===== src/rtl/dbg_probe_capture.sv =====
// dbg_probe_capture: routes one of N_CH probe buses to a registered observation
// port and records a triggered trace of DEPTH samples for serial readout.
// Channel select and trigger compare are loaded through a serial shift chain.
// Optional build macro DBG_PROBE_TRIG_MASK_EN adds a trigger mask field to the
// config chain (mask in the LSBs, reset to all-ones) and masks the compare.
// Handshake: inReadEnable is a pop request, honoured only in DONE with unread
// samples and no simultaneous inArm; each honoured pop yields a one-cycle
// outValid pulse on the following cycle with outData holding the sample.
module dbg_probe_capture #(
  parameter int N_CH  = 4,
  parameter int W     = 4,
  parameter int DEPTH = 16,
  parameter int SELW  = $clog2(N_CH)
) (
  input  logic                     inClock,
  input  logic                     inReset,
  input  logic [N_CH*W-1:0]        inProbe,
  input  logic                     inCfgShift,
  input  logic                     inCfgData,
  input  logic                     inCfgLoad,
  input  logic                     inArm,
  input  logic                     inReadEnable,
  output logic [W-1:0]             outObs,
  output logic [1:0]               outState,
  output logic                     outDone,
  output logic                     outEmpty,
  output logic [$clog2(DEPTH):0]   outCount,
  output logic [W-1:0]             outData,
  output logic                     outValid
);

  localparam int AW   = $clog2(DEPTH);
  localparam int CNTW = AW + 1;
`ifdef DBG_PROBE_TRIG_MASK_EN
  localparam int CW = SELW + 2 * W;
`else
  localparam int CW = SELW + W;
`endif

  typedef enum logic [1:0] {
    S_IDLE    = 2'd0,
    S_ARMED   = 2'd1,
    S_CAPTURE = 2'd2,
    S_DONE    = 2'd3
  } state_t;

  state_t            r_state;
  state_t            w_next;
  logic [CW-1:0]     r_sr;
  logic [SELW-1:0]   r_sel;
  logic [W-1:0]      r_cmp;
`ifdef DBG_PROBE_TRIG_MASK_EN
  logic [W-1:0]      r_mask;
`endif
  logic [W-1:0]      r_mem [DEPTH];
  logic [AW-1:0]     r_wptr;
  logic [AW-1:0]     r_rptr;
  logic [CNTW-1:0]   r_count;
  logic [W-1:0]      r_obs;
  logic [W-1:0]      r_data;
  logic              r_valid;

  logic [W-1:0]      w_m;
  logic              w_trig;
  logic              w_pop;
  logic              w_last_wr;

  // Shadow shift chain and active config; load takes the pre-shift shadow value.
  always_ff @(posedge inClock) begin
    if (inReset) begin
      r_sr  <= '0;
      r_sel <= '0;
      r_cmp <= '0;
`ifdef DBG_PROBE_TRIG_MASK_EN
      r_mask <= '1;
`endif
    end else begin
      if (inCfgShift) r_sr <= {r_sr[CW-2:0], inCfgData};
      if (inCfgLoad) begin
`ifdef DBG_PROBE_TRIG_MASK_EN
        {r_sel, r_cmp, r_mask} <= r_sr;
`else
        {r_sel, r_cmp} <= r_sr;
`endif
      end
    end
  end

  // Channel mux; an out-of-range select observes zero.
  always_comb begin
    w_m = '0;
    for (int k = 0; k < N_CH; k++) begin
      if (r_sel == SELW'(k)) w_m = inProbe[k*W +: W];
    end
  end

`ifdef DBG_PROBE_TRIG_MASK_EN
  assign w_trig = ((w_m & r_mask) == (r_cmp & r_mask));
`else
  assign w_trig = (w_m == r_cmp);
`endif

  // inArm in DONE pre-empts a pop issued in the same cycle.
  assign w_pop     = (r_state == S_DONE) && inReadEnable && !inArm && (r_count != '0);
  assign w_last_wr = (r_state == S_CAPTURE) && (r_wptr == AW'(DEPTH - 1));

  // FSM state register.
  always_ff @(posedge inClock) begin
    if (inReset) r_state <= S_IDLE;
    else         r_state <= w_next;
  end

  // FSM next-state decode.
  always_comb begin
    w_next = r_state;
    case (r_state)
      S_IDLE:    if (inArm) w_next = S_ARMED;
      S_ARMED:   if (w_trig) w_next = S_CAPTURE;
      S_CAPTURE: if (w_last_wr) w_next = S_DONE;
      S_DONE: begin
        if (inArm)                            w_next = S_ARMED;
        else if (w_pop && r_count == CNTW'(1)) w_next = S_IDLE;
      end
      default:   w_next = S_IDLE;
    endcase
  end

  // Observation register, trace write/read pointers, sample count and readout.
  always_ff @(posedge inClock) begin
    if (inReset) begin
      r_wptr  <= '0;
      r_rptr  <= '0;
      r_count <= '0;
      r_obs   <= '0;
      r_data  <= '0;
      r_valid <= 1'b0;
    end else begin
      r_obs   <= w_m;
      r_valid <= 1'b0;
      case (r_state)
        S_IDLE: if (inArm) r_count <= '0;
        S_ARMED: begin
          if (w_trig) begin
            r_mem[0] <= w_m;
            r_wptr   <= AW'(1);
          end
        end
        S_CAPTURE: begin
          r_mem[r_wptr] <= w_m;
          r_wptr        <= r_wptr + AW'(1);
          if (w_last_wr) begin
            r_count <= CNTW'(DEPTH);
            r_rptr  <= '0;
          end
        end
        S_DONE: begin
          if (inArm) begin
            r_count <= '0;
          end else if (w_pop) begin
            r_data  <= r_mem[r_rptr];
            r_valid <= 1'b1;
            r_rptr  <= r_rptr + AW'(1);
            r_count <= r_count - CNTW'(1);
          end
        end
        default: ;
      endcase
    end
  end

  assign outObs   = r_obs;
  assign outState = r_state;
  assign outDone  = (r_state == S_DONE);
  assign outEmpty = (r_count == '0);
  assign outCount = r_count;
  assign outData  = r_data;
  assign outValid = r_valid;

endmodule


===== config.mk =====
export PLATFORM = sky130hd
export DESIGN_NAME = dbg_probe_capture
export DESIGN_NICKNAME = d
export VERILOG_FILES = /design/src/rtl/dbg_probe_capture.sv
export SDC_FILE = /design/constraint.sdc
export NUM_CORES = 1
export LEC_CHECK = 0
export ABC_AREA = 1
export BUFFER_PORTS_ARGS = -buffer_cell sky130_fd_sc_hd__buf_2
export CAP_MARGIN = 10
export CORE_MARGIN = 2
export CORE_UTILIZATION = 45
export DETAILED_ROUTE_END_ITERATION = 7
export SYNTH_ARGS = -nofsm -noshare
export SYNTH_HDL_FRONTEND = slang
export SYNTH_SLANG_ARGS = --single-unit

===== constraint.sdc =====
create_clock -name inClock -period 2.57 [get_ports inClock]
set_clock_uncertainty 0.15 [all_clocks]
set_input_delay 0.1285 -clock inClock [delete_from_list [all_inputs] [get_ports inClock]]
set_output_delay 0.1285 -clock inClock [all_outputs]
set_load 0.02 [all_outputs]

==> results of run 1 <==
timing repair:
item / 4_1_cts / 5_1_grt
resized for setup: 0 / 1
endpoints found under the hold margin: 17 / 0
setup endpoints to repair: 0 / 1
hold buffers: 13 / 0
power by group through the flow:
stage	sequential (mW)	combinational (mW)	clock, mW
final	1.88	0.805	0.898
after global routing	1.89	0.923	0.985
after CTS	1.88	0.808	0.916
after detailed placement	1.91	0.786	0
after global placement	1.91	0.787	0
after floorplan	1.95	0.506	0
cells by family (layout without fill, tap and decap cells):
logic type               Yosys count  in the layout  share of synthesized area [%]
AND/OR/NAND/NOR                  185            185                           18.2
multiplexers                      10             10                           2.25
buffers and inverters             57            121                           4.90
flip-flops                       100            100                           59.4
XOR/XNOR                           2              2                          0.394
adder cells (fa/ha/maj)           10             10                           2.81
AO/OA/AOI/OAI                     94             94                           12.0
through the flow:
stage                     hold WS (ns)  power [mW]  utilization, %  instance area, sq um
after floorplan                  0.113        2.46               -                  4450
after detailed placement         0.209        2.70            49.8                  4820
after global routing            0.0684        3.80            52.9                  5120
final                           0.0145        3.58            52.9                  5120
after global placement           0.205        2.69            49.8                  4820
after CTS                       0.0179        3.60            52.9                  5120
registers in the layout, summed over array words and instances (netlist names):
| signal | flops |
|---|---|
| r_mem | 64 |
| r_cmp | 4 |
| outData | 4 |
| outState | 2 |
| outObs | 4 |
| outCount | 5 |
| r_sr | 6 |
| r_wptr | 4 |
| outValid | 1 |
| r_sel | 2 |
| r_rptr | 4 |
final timing paths:
path,endpoint,start,slack [ns]
max,r_rptr[1],outState[0],0.28
min,outValid,inReadEnable,0.01
max reg2reg,r_rptr[1],outState[0],0.28
min reg2reg,r_cmp[0],r_cmp[0],0.34
area by class of cell:
cell class / instances / share of cell area, %
sequential: 100 / 51.6
multi-input combinational: 301 / 31.0
inverter: 43 / 3.15
clock buffer: 10 / 2.49
clock inverter: 6 / 0.757
timing repair buffer: 62 / 7.77
tap: 133 / 3.25
per-layer routing:
metal	wire [microns]	vias up	share of wire, %	track usage, %
met5	0	-	0	0
met4	157	0	1.7	6.07
met3	312	14	3.3	3.49
met2	4460	54	47	30.9
met1	4560	1551	48	26.0
li1	-	1697	-	-
worst min-delay path: stages:
cell and delay, ns:
buf_2 0.10, nand2_1 0.08, inv_1 0.04, nand2_1 0.09, nor2_1 0.06
Yosys cell counts, types with 2 or more instances:
| cell | n | area (sq um) |
|---|---|---|
| nor2_1 | 81 | 304 |
| edfxtp_1 | 64 | 1920 |
| o21ai_0 | 53 | 265 |
| nand2_1 | 48 | 180 |
| inv_1 | 41 | 154 |
| dfxtp_1 | 36 | 721 |
| nand3_1 | 33 | 165 |
| a21oi_1 | 17 | 85.1 |
| clkbuf_1 | 11 | 41.3 |
| ha_1 | 10 | 125 |
| mux2i_1 | 10 | 100 |
| o211ai_1 | 9 | 67.6 |
| nand2_2 | 8 | 50.1 |
| o221ai_1 | 8 | 70.1 |
| buf_2 | 3 | 15.0 |
| nor3_1 | 3 | 15.0 |
| nor3b_1 | 3 | 22.5 |
| or2_0 | 3 | 18.8 |
| a21boi_0 | 2 | 15.0 |
| inv_2 | 2 | 7.51 |
| o22ai_1 | 2 | 12.5 |
==> metrics, run 1 <==
largest net degree at the start of global routing=36; Setup WS post-layout=0.283 ns; Slew Limit Fails=0; crit path DAT=2.41 ns; CTS Sinks=100; DRT iter0 DRCs=167; net switching power figure=1.14 mW; post-synthesis sequential area ratio=59.4%; number of cells on the critical path=9; WHS Path Cells=5; layout cells sized above 1=14.9%; Fin Setup TNS=0 ns; initial antenna violation count=0; initial core utilization=45.9%; std cell rows=36; commonest cells after routing, fill and taps aside=nor2_1, edfxtp_1, o21ai_0, nand2_1, inv_1; via count=3,316; Post-Route WL=9490 microns; Top FF cell, synth=edfxtp_1; synthesized area per cell=9.71 sq um; CTS Buf Count=9; mapped cell area=4450 sq um; pre-CTS setup slack=0.335 ns; Max-cap violations=0; Reg power frac=52.4%; syn nets=491; Setup Fix Bufs, Post-CTS=0; P&R area growth vs syn=15.2%; area occupied by multi-input gates=1590 sq um; CP required=2.69 ns; Final Hold Vio Count=0; status=finished clean; ANT cells=0; vias in the first global route=3,003; root buffer cell=clkbuf_8; Yosys reg bits=100; area occupied by registers=2640 sq um; Routability Congestion=0.800; Clk Latency, worst-skew pair=0.37 ns; H-tree levels=3; CP startpoint kind=register; grt ovf=0; GRT Util Overall=19.0%; min Tclk post-route=2.29 ns; Gate Count Post-Synth=458; die width=103 microns; CP top delay family=buffers and inverters; via/cell ratio=5.06; drt drc=0; die area=10,700 sq um; largest vdd supply drop=0.481 mV; Filler cells=912; worst path bufs/invs=4; Async S/R FF share, synth=0%; static leakage=1.95 nW; RSZ-0062 raised after global routing=no; I/O pin count=41; crit-path max FO=7; Pwr Density=699 nW/um^2; Largest stage delay, worst path=0.56 ns; slowest stage cell, crit path=dlygate4sd3_1; Slew headroom=61.3%; final setup fails=0; crit-path cells=inv_1 > ha_1 > inv_1 > buf_4 > o21ai_1 > nand2_1 > nand2_1 > a21oi_1 > dlygate4sd3_1; Hold WC Path Type=input port to register; Post-DRT Antenna Nets=0; core area=9680 sq um; Period Utilization, post-route=89.0%; commonest non-fill, non-tap cell in the layout=nor2_1; PortBufs=40; WL/cell=14.5 microns; Setup CP Type=register to register; Die H=103 microns; Clk network pwr share=25.1%; Nets=550; CP endpoint kind=register; Sw Share=31.8%; Unique masters post-synth=32; YS warnings=0; Worst-Margin Slew=0.580 ns; CTS tree=built; Clock transition at path regs=0.10 ns; hpwl dp=6610 microns; first-pass GRT wire length=15,200 microns; Register-to-Register Path Depth=9; CTS Buffer Depth=2; Comb pwr share=22.5%; DR pass1 iterations=5; Cell Count, Final, Fillers Out=655; Pint=2.44 mW; Post-synth EDFFs=64; Max Freq=0.437 GHz; placed cell count=626
No activity file was read; power rests on OpenSTA's default activity.
==> inputs of run 2 (changes only) <==
--- a/config.mk
+++ b/config.mk
@@ -10,7 +10,9 @@
 export CAP_MARGIN = 10
 export CORE_MARGIN = 2
 export CORE_UTILIZATION = 45
+export CTS_CLUSTER_SIZE = 30
 export DETAILED_ROUTE_END_ITERATION = 7
+export REMOVE_ABC_BUFFERS = 1
 export SYNTH_ARGS = -nofsm -noshare
 export SYNTH_HDL_FRONTEND = slang
 export SYNTH_SLANG_ARGS = --single-unit
==> run 2 against run 1 <==
Effect of this change: register-to-register slack got worse by 0.02 ns; utilization rose by 0.35 points; maximum frequency fell by 0.67%; via count fell by 0.72%; total power rose by 3.2%; flip-flop and latch count did not move; routed wire length fell by 3.0%; setup slack got worse by 0.015 ns; clock power rose by 15%; die area did not move; critical path depth fell by 1; largest cell class unchanged; largest power group unchanged; highest routed layer unchanged.
==> metrics, run 2 (synthesis results as in run 1) <==
Slew headroom=51.3% (was 61.3%); min Tclk post-route=2.30 ns (was 2.29 ns); CP startpoint kind=register (unchanged); CTS Sinks=100 (unchanged); reg-to-reg critical path startpoint=outState[0] (unchanged); Post-DRT Antenna Nets=0 (unchanged); DR WL met3=433 microns (was 312 microns); final setup fails=0 (unchanged); largest reg by FF count=r_mem (unchanged); R2R setup slack=0.27 ns (was 0.28 ns); Slew Limit Fails=0 (unchanged); die area=10,700 sq um (unchanged); Fin Setup TNS=0 ns (unchanged); DR pass1 iterations=4 (was 5); Setup Fix Bufs, Post-CTS=0 (unchanged); RSZ-0062 raised after global routing=no (unchanged); Worst-Margin Slew=0.730 ns (was 0.580 ns); status=finished clean (unchanged); CTS tree=built (unchanged); Setup CP Type=register to register (unchanged); std cell rows=36 (unchanged); Clk Latency, worst-skew pair=0.37 ns (about the same); WL/cell=14.1 microns (was 14.5 microns); PortBufs=40 (unchanged); Hold WC Path Type=input port to register (unchanged); Max-cap violations=0 (unchanged); GRT Util Overall=18.6% (was 19.0%); Final Hold Vio Count=0 (unchanged); R2R Path End=r_mem[10][0] (was r_rptr[1]); Clock transition at path regs=0.09 ns (was 0.10 ns); crit path DAT=2.19 ns (was 2.41 ns); Max Freq=0.434 GHz (was 0.437 GHz); CP required=2.46 ns (was 2.69 ns); initial antenna violation count=0 (unchanged); Nets=550 (unchanged); CTS resizes=0 (unchanged); Period Utilization, post-route=89.6% (was 89.0%); CTS Buf Count=9 (unchanged); CP endpoint kind=register (unchanged); worst hold slack=0.0131 ns (was 0.0145 ns); CTS Buffer Depth=2 (unchanged); commonest cells after routing, fill and taps aside=nor2_1, edfxtp_1, o21ai_0, nand2_1, inv_1 (unchanged); H-tree levels=3 (unchanged); Post-CTS Hold Buffers=12 (was 13); initial core utilization=45.9% (unchanged); Die H=103 microns (unchanged); largest net degree at the start of global routing=25 (was 36); max FFs per register=64 (unchanged); Routability Congestion=0.802 (was 0.800); I/O pin count=41 (unchanged); P&R area growth vs syn=16.0% (was 15.2%); core area=9680 sq um (unchanged); via count=3,292 (was 3,316); crit-path max FO=7 (unchanged); grt ovf=0 (unchanged); top sig layer=met4 (unchanged); root buffer cell=clkbuf_8 (unchanged); largest vdd supply drop=0.539 mV (was 0.481 mV); CP endpoint=r_mem[10][0] (was r_rptr[1]); Cell Count, Final, Fillers Out=655 (unchanged); via/cell ratio=5.03 (was 5.06); die width=103 microns (unchanged); drt drc=0 (unchanged); Setup WS post-layout=0.268 ns (was 0.283 ns); hpwl dp=6590 microns (was 6610 microns); DRT iter0 DRCs=177 (was 167); first-pass GRT wire length=14,900 microns (was 15,200 microns); commonest non-fill, non-tap cell in the layout=nor2_1 (unchanged); ANT cells=0 (unchanged); Pwr Density=717 nW/um^2 (was 699 nW/um^2); Register-to-Register Path Depth=8 (was 9); pre-CTS setup slack=0.276 ns (was 0.335 ns); metal2 WL=4330 microns (was 4460 microns); static leakage=1.98 nW (was 1.95 nW); crit path from=outState[0] (unchanged); layout cells sized above 1=15.3% (was 14.9%); wl on met1=4360 microns (was 4560 microns); Post-Route WL=9200 microns (was 9490 microns); placed cell count=627 (was 626); vias in the first global route=3,049 (was 3,003)
[run 2: worst min path at each step]
stage,cells past startpoint,to,startpoint
3_3_place_gp,3,r_sr[0],inCfgData
5_1_grt,4,outValid,inArm
4_1_cts,4,outValid,inArm
3_5_place_dp,3,r_sr[0],inCfgData
2_1_floorplan,1,outObs[0],inReset
6_report,4,outValid,inArm
[run 2: metal layers]
metal,vias to the layer above,GRT usage (%)
met5,-,0
met4,0,5.26
met3,8,4.84
met2,63,29.1
met1,1526,25.7
li1,1695,-
[run 2: cell type report]
class | count | area [sq um]
fill | 913 | 4530
sequential | 100 | 2640
multi-input combinational | 301 | 1590
timing repair buffer | 62 | 395
tap | 133 | 166
inverter | 43 | 161
clock buffer | 9 | 124
clock inverter | 7 | 80.1
[run 2: report_power, final]
part / total (mW) / internal, mW / switching [mW] / leakage [nW]
registers: 1.88 / 1.81 / 0.0704 / 0.871
clock network: 1.03 / 0.464 / 0.561 / 0.102
logic: 0.792 / 0.273 / 0.518 / 1.00
total: 3.70 / 2.55 / 1.15 / 1.98
[run 2: through the flow]
stage | instance area, sq um | utilization (%) | power, mW
6_report | 5160 | 53.2 | 3.70
5_1_grt | 5160 | 53.2 | 3.92
4_1_cts | 5160 | 53.2 | 3.73
3_5_place_dp | 4830 | 49.9 | 2.69
3_3_place_gp | 4830 | 49.9 | 2.69
2_1_floorplan | 4390 | - | 2.46
[run 2: worst max-delay path: stages, from the launching register on]
cell and delay, ns:
dfxtp_1 0.38, inv_1 0.12, ha_1 0.22, inv_1 0.13, nor2_1 0.23, inv_1 0.10, nor2_1 0.18, nand2_1 0.15
nor2_1 0.31
==> inputs of run 3 (changes only) <==
--- a/config.mk
+++ b/config.mk
@@ -5,7 +5,6 @@
 export SDC_FILE = /design/constraint.sdc
 export NUM_CORES = 1
 export LEC_CHECK = 0
-export ABC_AREA = 1
 export BUFFER_PORTS_ARGS = -buffer_cell sky130_fd_sc_hd__buf_2
 export CAP_MARGIN = 10
 export CORE_MARGIN = 2
==> run 3 against run 2 <==
Effect of this change: final cell count decreased by 20%; routed wire length fell by 6.2%; non-clock buffer count grew 6; clock-buffer cell count unchanged; synthesized cell count fell by 28%; cell area fell by 0.15%; combinational power down 32%; die area fell by 0.21%; critical path type unchanged.
==> metrics, run 3 <==
status=finished clean (unchanged); DRT iter0 DRCs=106 (was 177); Post-DRT Antenna Nets=0 (unchanged); YS warnings=0 (unchanged); CP endpoint kind=register (unchanged); H-tree levels=3 (unchanged); Pwr Density=649 nW/um^2 (was 717 nW/um^2); drt drc=0 (unchanged); R2R setup slack=0.14 ns (was 0.27 ns); Gate Count Post-Synth=328 (was 458); RSZ-0062 raised after global routing=no (unchanged); CTS Buf Count=9 (unchanged); worst hold slack=0.284 ns (was 0.0131 ns); root buffer cell=clkbuf_8 (unchanged); Final Hold Vio Count=0 (unchanged); via count=2,774 (was 3,292); Post-Route WL=8640 microns (was 9200 microns); Routability Congestion=0.775 (was 0.802); Die H=103 microns (about the same); Yosys reg bits=100 (unchanged); Async S/R FF share, synth=0% (unchanged); main area contributors after synthesis=edfxtp_1, dfxtp_1, mux4_2, mux2i_1, nor2_1 (was edfxtp_1, dfxtp_1, nor2_1, o21ai_0, nand2_1); WL/cell=16.5 microns (was 14.1 microns); std cell rows=36 (unchanged); commonest cells after routing, fill and taps aside=edfxtp_1, nor2_1, buf_2, dfxtp_1, mux4_2 (was nor2_1, edfxtp_1, o21ai_0, nand2_1, inv_1); list of most frequent post-synthesis cells=edfxtp_1, nor2_1, dfxtp_1 (was nor2_1, edfxtp_1, o21ai_0); Worst-Margin Slew=0.579 ns (was 0.730 ns); Final Core Density=53.2% (about the same); DR pass1 iterations=5 (was 4); min Tclk post-route=2.43 ns (was 2.30 ns); Synth area leader=edfxtp_1 (unchanged); CP required=2.47 ns (was 2.46 ns); die width=103 microns (about the same); commonest non-fill, non-tap cell in the layout=edfxtp_1 (was nor2_1); static leakage=1.82 nW (was 1.98 nW); CTS tree=built (unchanged); P&R area growth vs syn=16.0% (about the same); Clock transition at path regs=0.10 ns (was 0.09 ns); CTS Sinks=100 (unchanged); vias in the first global route=2,685 (was 3,049); area share of the largest cell type after synthesis=43.3% (was 43.2%); Filler cells=848 (was 913); Clk Latency, worst-skew pair=0.36 ns (was 0.37 ns); Max Freq=0.412 GHz (was 0.434 GHz); pre-CTS setup slack=-0.0640 ns (was 0.276 ns); Slew Limit Fails=0 (unchanged); PortBufs=40 (unchanged); grt ovf=0 (unchanged); crit-path max FO=5 (was 7); die area=10,700 sq um (about the same); max FFs per register=64 (unchanged); Setup CP Type=register to register (unchanged); mapped cell area=4440 sq um (was 4450 sq um); synthesized area per cell=13.5 sq um (was 9.71 sq um); Nets=419 (was 550); Tot Pwr=3.34 mW (was 3.70 mW); core area=9680 sq um (unchanged); Setup Fix Bufs, Post-CTS=0 (unchanged); GRT Util Overall=17.4% (was 18.6%); Setup WS post-layout=0.145 ns (was 0.268 ns); layout cells sized above 1=27.6% (was 15.3%); largest net degree at the start of global routing=40 (was 25); CTS Buffer Depth=2 (unchanged); Period Utilization, post-route=94.4% (was 89.6%); crit path DAT=2.33 ns (was 2.19 ns); Hold WC Path Type=input port to register (unchanged); Unique masters post-synth=45 (was 32); initial core utilization=45.8% (was 45.9%); Post-synth EDFFs=64 (unchanged); ANT cells=0 (unchanged); largest vdd supply drop=0.308 mV (was 0.539 mV); hpwl dp=5950 microns (was 6590 microns); count leader, synth=edfxtp_1 (was nor2_1); Top FF cell, synth=edfxtp_1 (unchanged); Slew headroom=61.0% (was 51.3%); post-synthesis sequential area ratio=59.6% (was 59.4%); Max-cap violations=0 (unchanged); CP startpoint kind=register (unchanged); I/O pin count=41 (unchanged); first-pass GRT wire length=13,800 microns (was 14,900 microns); initial antenna violation count=0 (unchanged); via/cell ratio=5.29 (was 5.03); largest reg by FF count=r_mem (unchanged); final setup fails=0 (unchanged)
[run 3: power by group]
| group | switching (mW) | leakage (nW) | internal, mW |
|---|---|---|---|
| Sequential | 0.0486 | 0.868 | 1.75 |
| Combinational | 0.310 | 0.848 | 0.229 |
| Clock | 0.546 | 0.0992 | 0.457 |
[run 3: stage by stage]
stage | TNS [ns] | std cells | cell area (sq um)
finish | 0 | 524 | 5150
floorplan | -0.730 | 307 | 4340
CTS | 0 | 524 | 5150
detailed placement | -0.256 | 501 | 4870
global placement | 0 | 501 | 4870
global route | 0 | 524 | 5150
[run 3: worst paths after layout]
kind                               endpoint        from  cells past startpoint
worst min register to register   outData[2]  outData[2]                      2
worst max register to register  r_mem[0][0]    r_sel[0]                      5
worst min-delay path            r_mem[4][1]  inProbe[9]                      3
worst max-delay path            r_mem[0][0]    r_sel[0]                      5
[run 3: what timing repair did]
| action | in CTS | in global routing |
|---|---|---|
| resized for setup | 1 | 1 |
| hold buffers | 7 | 0 |
| cloned | 0 | 0 |
| endpoints found under the setup margin | 4 | 6 |
| hold endpoints to repair | 15 | 0 |
[run 3: area by class of cell]
type                       instances  area, sq um  area share, %
sequential                       100         2640           51.3
multi-input combinational        199         1670           32.4
timing repair buffer              68          440           8.55
tap                              133          166           3.23
clock buffer                       9          124           2.41
clock inverter                     7         75.1           1.46
inverter                           8         30.0          0.583
[run 3: critical path, cell delays in order, from the launching register on]
cell     delay (ns)
dfxtp_2        0.41
mux4_2         0.54
xnor2_1        0.15
nand4_1        0.23
or3_1          0.39
a21oi_2        0.24
[run 3: layer usage]
layer / up-vias / track usage, % / part of all wire (%)
li1: 1348 / - / -
met1: 1348 / 24.0 / 46
met2: 68 / 27.5 / 47
met3: 10 / 5.11 / 5.3
met4: 0 / 4.45 / 1.4
met5: - / 0 / 0
[run 3: kinds of logic (layout without fill, tap and decap cells)]
group | after synthesis | after routing | share of synthesized area [%]
AND/OR/NAND/NOR | 108 | 108 | 12.1
flip-flops | 100 | 100 | 59.6
multiplexers | 43 | 43 | 16.5
AO/OA/AOI/OAI | 34 | 34 | 5.33
buffers and inverters | 29 | 92 | 2.90
adder cells (fa/ha/maj) | 10 | 10 | 2.82
XOR/XNOR | 4 | 4 | 0.790
